File: config.mk
export PLATFORM = sky130hd
export DESIGN_NAME = ehl_clock_switch_ctrl
export DESIGN_NICKNAME = d
export VERILOG_FILES = /design/src/rtl/ehl_clock_switch_ctrl.sv
export SDC_FILE = /design/constraint.sdc
export NUM_CORES = 1
export LEC_CHECK = 0
export ABC_AREA = 1
export CAP_MARGIN = 20
export CORE_AREA = 2 2 39 41
export CTS_CLUSTER_DIAMETER = 120
export DETAILED_ROUTE_END_ITERATION = 6
export DIE_AREA = 0 0 41 43
export PLACE_DENSITY = 0.8
export SYNTH_ARGS = -nofsm -noshare
export SYNTH_HDL_FRONTEND = slang
export SYNTH_SLANG_ARGS = --single-unit
File: constraint.sdc
create_clock -name clk -period 2.9 [get_ports clk]
set_clock_uncertainty 0.2 [all_clocks]
set_input_delay 0.58 -clock clk [delete_from_list [all_inputs] [get_ports clk]]
set_output_delay 0.58 -clock clk [all_outputs]
set_load 0.005 [all_outputs]
File: src/rtl/ehl_clock_switch_ctrl.sv
// Clock-source switch controller driving the sel input of ehl_clock_mux.
// Accepts switch requests, checks target health, holds off during the settle window, optional failover.
module ehl_clock_switch_ctrl #(
  parameter int unsigned SETTLE_CYCLES = 8,
  parameter bit          RESET_SEL     = 1'b0,
  parameter bit          AUTO_FAILOVER = 1'b1
) (
  input  logic       clk,
  input  logic       reset_n,
  input  logic       req_valid,
  input  logic       req_sel,
  output logic       req_ready,
  input  logic [1:0] src_ok,
  output logic       sel,
  output logic       busy,
  output logic       done,
  output logic       err,
  output logic       failover
);

  localparam int unsigned CW = $clog2(SETTLE_CYCLES + 1);
  localparam logic [CW-1:0] SETTLE_LOAD = CW'(SETTLE_CYCLES - 1);

  typedef enum logic {
    IDLE,
    SWITCH
  } state_t;

  state_t        state;
  logic [CW-1:0] count;
  logic [1:0]    ok_meta;
  logic [1:0]    ok_s;
  logic          accept;
  logic          alt_sel;
  logic          want_failover;

  // Health bits come from other clock domains; two flops per bit before use.
  always_ff @(posedge clk or negedge reset_n) begin
    if (!reset_n) begin
      ok_meta <= 2'b00;
      ok_s    <= 2'b00;
    end else begin
      ok_meta <= src_ok;
      ok_s    <= ok_meta;
    end
  end

  assign req_ready     = (state == IDLE);
  assign busy          = (state == SWITCH);
  assign accept        = req_valid && (state == IDLE);
  assign alt_sel       = ~sel;
  // An accepted request, even a no-op or a rejected one, takes priority over failover.
  assign want_failover = AUTO_FAILOVER && (state == IDLE) && !req_valid &&
                         !ok_s[sel] && ok_s[alt_sel];

  // NOTE: all state and outputs here use <= so every branch sees the pre-edge sel/count.
  always_ff @(posedge clk or negedge reset_n) begin
    if (!reset_n) begin
      state    <= IDLE;
      sel      <= RESET_SEL;
      count    <= '0;
      done     <= 1'b0;
      err      <= 1'b0;
      failover <= 1'b0;
    end else begin
      done     <= 1'b0;
      err      <= 1'b0;
      failover <= 1'b0;
      unique case (state)
        IDLE: begin
          if (accept) begin
            if (req_sel == sel) begin
              done <= 1'b1;
            end else if (!ok_s[req_sel]) begin
              err <= 1'b1;
            end else begin
              sel   <= req_sel;
              state <= SWITCH;
              count <= SETTLE_LOAD;
            end
          end else if (want_failover) begin
            sel      <= alt_sel;
            state    <= SWITCH;
            count    <= SETTLE_LOAD;
            failover <= 1'b1;
          end
        end
        SWITCH: begin
          // Source health and new requests are deliberately ignored until the mux has settled.
          if (count == '0) begin
            state <= IDLE;
            done  <= 1'b1;
          end else begin
            count <= count - CW'(1);
          end
        end
        default: state <= IDLE;
      endcase
    end
  end

endmodule

==> impl_metrics.py <==
metrics = {
    "outcome": {
        "status": "complete, no violations",
    },
    "hold_path": {
        "whs_endpoint": "ok_s[1]",
        "hold_path_depth": 0,
        "hp-start": "ok_meta[1]",
        "hp-class": "flop to flop",
    },
    "detailed_routing": {
        "drt-vias-per-instance": 4.96,
        "ant_nets": 0,
        "drtIter0Drc": 9,
        "wl_um": 1150,
        "wire_per_inst_um": 11.6,
        "dr.pass1.iters": 4,
        "drc": 0,
        "vias": 491,
    },
    "cts": {
        "clkSinkCount": 13,
        "cts_made_buffers": 3,
        "clk_latency_ns": 0.26,
        "htreeDepth": 1,
        "clkSlewWorstSetupHoldPaths_ns": 0.07,
        "cts_buffer_depth": 2,
        "clock-root-buffer": "clkbuf_4",
        "cts_resized": 0,
        "cts_setup_buffers": 0,
        "holdBufCountCts": 0,
        "cts_tree": "built",
    },
    "pwr": {
        "ir_worst_vdd_uv": 353,
        "total_leakage_power_nw": 0.398,
        "p_per_area_nw_per_um2": 937,
    },
    "logic_synthesis": {
        "ys_seq_elements": 13,
        "yosys.area.top_type": "dfrtp_1",
        "yosysSeqAreaShare": 0.522,
        "synth_nets": 75,
        "syn_area_um2": 623,
        "yosysUniqueCellTypes": 17,
        "avgSynthCellArea_um2": 9.16,
        "ys_warn_count": 0,
        "netlist_top_cells_area": "dfrtp_1 52%, nand2_1 15%, nand3_4 8.4%",
        "synth_top_area_frac": 0.522,
        "synthCells": 68,
    },
    "floorplanning": {
        "fp.dieW_um": 41,
        "dieArea_um2": 1760,
        "rows": 14,
        "ioPinCount": 12,
        "start_util": 0.450,
        "core_um2": 1380,
        "die_h_um": 43,
    },
    "global_route": {
        "grt_pass1_wl_um": 1910,
        "use_met3": 0.0471,
        "track_usage": 0.165,
        "grt_overflow": 0,
        "antenna_found_initial": 0,
        "grt_use_met1": 0.195,
        "grt_pass1_vias": 472,
        "busiest_layer": "met2",
        "use_met2": 0.250,
        "grt_max_degree": 14,
    },
    "sta": {
        "slew_viol_final": 0,
        "fmax_mhz": 465,
        "rsz0062_at_grt": "no",
        "fin_crit_sh": 0.741,
        "setup_violations": 0,
        "fin_ws_ns": 0.751,
        "finalSetupTns_ns": 0,
        "worst_pin_slew_ns": 0.591,
        "min_period_ns": 2.15,
        "maxSlewHeadroom": 0.605,
        "hold_violations": 0,
    },
    "critical_path": {
        "r2r_start": "count[0]",
        "r2r_end": "count[1]",
        "crit_arrival_ns": 1.37,
        "cp.required_ns": 2.12,
        "critPathSlowestCell": "clkdlybuf4s50_1",
        "r2r_cells": 7,
        "critPathMaxStageDelay_ns": 0.51,
        "crit_chain": "inv_2, clkdlybuf4s50_1",
        "reg2reg_slack_ns": 1.26,
        "cp_top_family": "buffers and inverters",
        "crit_type": "flop to output pin",
        "crit_buf_inv": 2,
        "crit_path_end_kind": "output pin",
        "cp_max_fo": 6,
        "worstSetupStartpointType": "flop",
    },
    "place": {
        "dpl.cell_count": 95,
        "pre_cts_ws_ns": 0.914,
        "gp_congestion": 0.776,
        "port_buffers": 11,
        "dp.final_hpwl_um": 889,
        "postPlaceCellArea_um2": 753,
    },
    "finish": {
        "design_area_um2": 779,
        "multi_input_area_um2": 258,
        "fillers": 131,
        "num_antenna_cells": 0,
        "drive_gt1_frac": 0.145,
        "fin_nets": 91,
        "synthToLayoutAreaGrowth_pct": 25.1,
        "mostFrequentLayoutCells": "25 x nand2_1, 13 x dfrtp_1, 11 x clkdlybuf4s50_1, 7 x inv_1, 4 x nand4_1",
        "register_area_um2": 325,
        "final_util": 0.563,
        "final_common_cell": "nand2_1",
        "stdcell_count": 99,
    },
    "job": {
        "max_cap_viol_count": 0,
    },
}
==> per-stage QoR <==
step	power, W	hold slack [ns]
2_1_floorplan	0.000500	0.0844
3_3_place_gp	0.000608	0.132
3_5_place_dp	0.000627	0.136
4_1_cts	0.000737	0.153
5_1_grt	0.000796	0.160
6_report	0.000731	0.152
==> registers in the layout, indices dropped and copies added (netlist names) <==
register,flops
busy,1
count,4
done,1
ok_meta,2
failover,1
ok_s,2
sel,1
err,1
==> layout make-up <==
type	count	area share
Clock buffer	4	0.0337
Inverter	10	0.0514
Multi-Input combinational cell	45	0.331
Sequential cell	13	0.417
Tap cell	16	0.0257
Timing Repair Buffer	11	0.141
==> synthesized netlist by cell type <==
cell and number:
nand2_1 25, dfrtp_1 13, inv_1 7, nand4_1 4
nand3_4 3, nor2_1 3, inv_2 2, nand3_1 2
ha_1 1, inv_4 1, nand2_4 1, o21ai_0 1
o21ai_1 1, o21ai_2 1, o21bai_1 1, o32ai_1 1
or2_2 1
==> power breakdown <==
group	total, W	internal [W]	switching (W)
clock network	0.000106	0.0000532	0.0000529
logic	0.000347	0.000153	0.000194
registers	0.000278	0.000235	0.0000425
==> cell families after synthesis <==
logic type                 Yosys count  share of synthesized area
DFF                                 13                      0.522
buffers and inverters               10                     0.0643
adders and majority gates            1                     0.0201
AOI/OAI and AO/OA                    5                     0.0562
and+or+nand+nor                     39                      0.337
==> how the worst max path moves through the flow <==
stage	to	slack [ns]	start	cells past startpoint
detailed placement	count[1]	0.91	req_sel	8
global route	req_ready	0.71	busy	2
CTS	req_ready	0.74	busy	2
floorplan	count[2]	1.46	count[0]	7
finish	req_ready	0.75	busy	2
global placement	count[1]	0.96	req_sel	8
==> worst reg2reg max path: stages (launching register included) <==
cell	delay (ns)
dfrtp_1	0.38
inv_1	0.12
ha_1	0.18
nand2_1	0.11
o21ai_2	0.28
nand3_4	0.13
nand2_1	0.09
nand2_1	0.05
==> routing by layer <==
metal / wire length, um / share of wire
met2: 617 / 0.54
met3: 42 / 0.037
met4: 14 / 0.012
met1: 471 / 0.41
met5: 0 / 0
(Power assumes the default switching activity.)
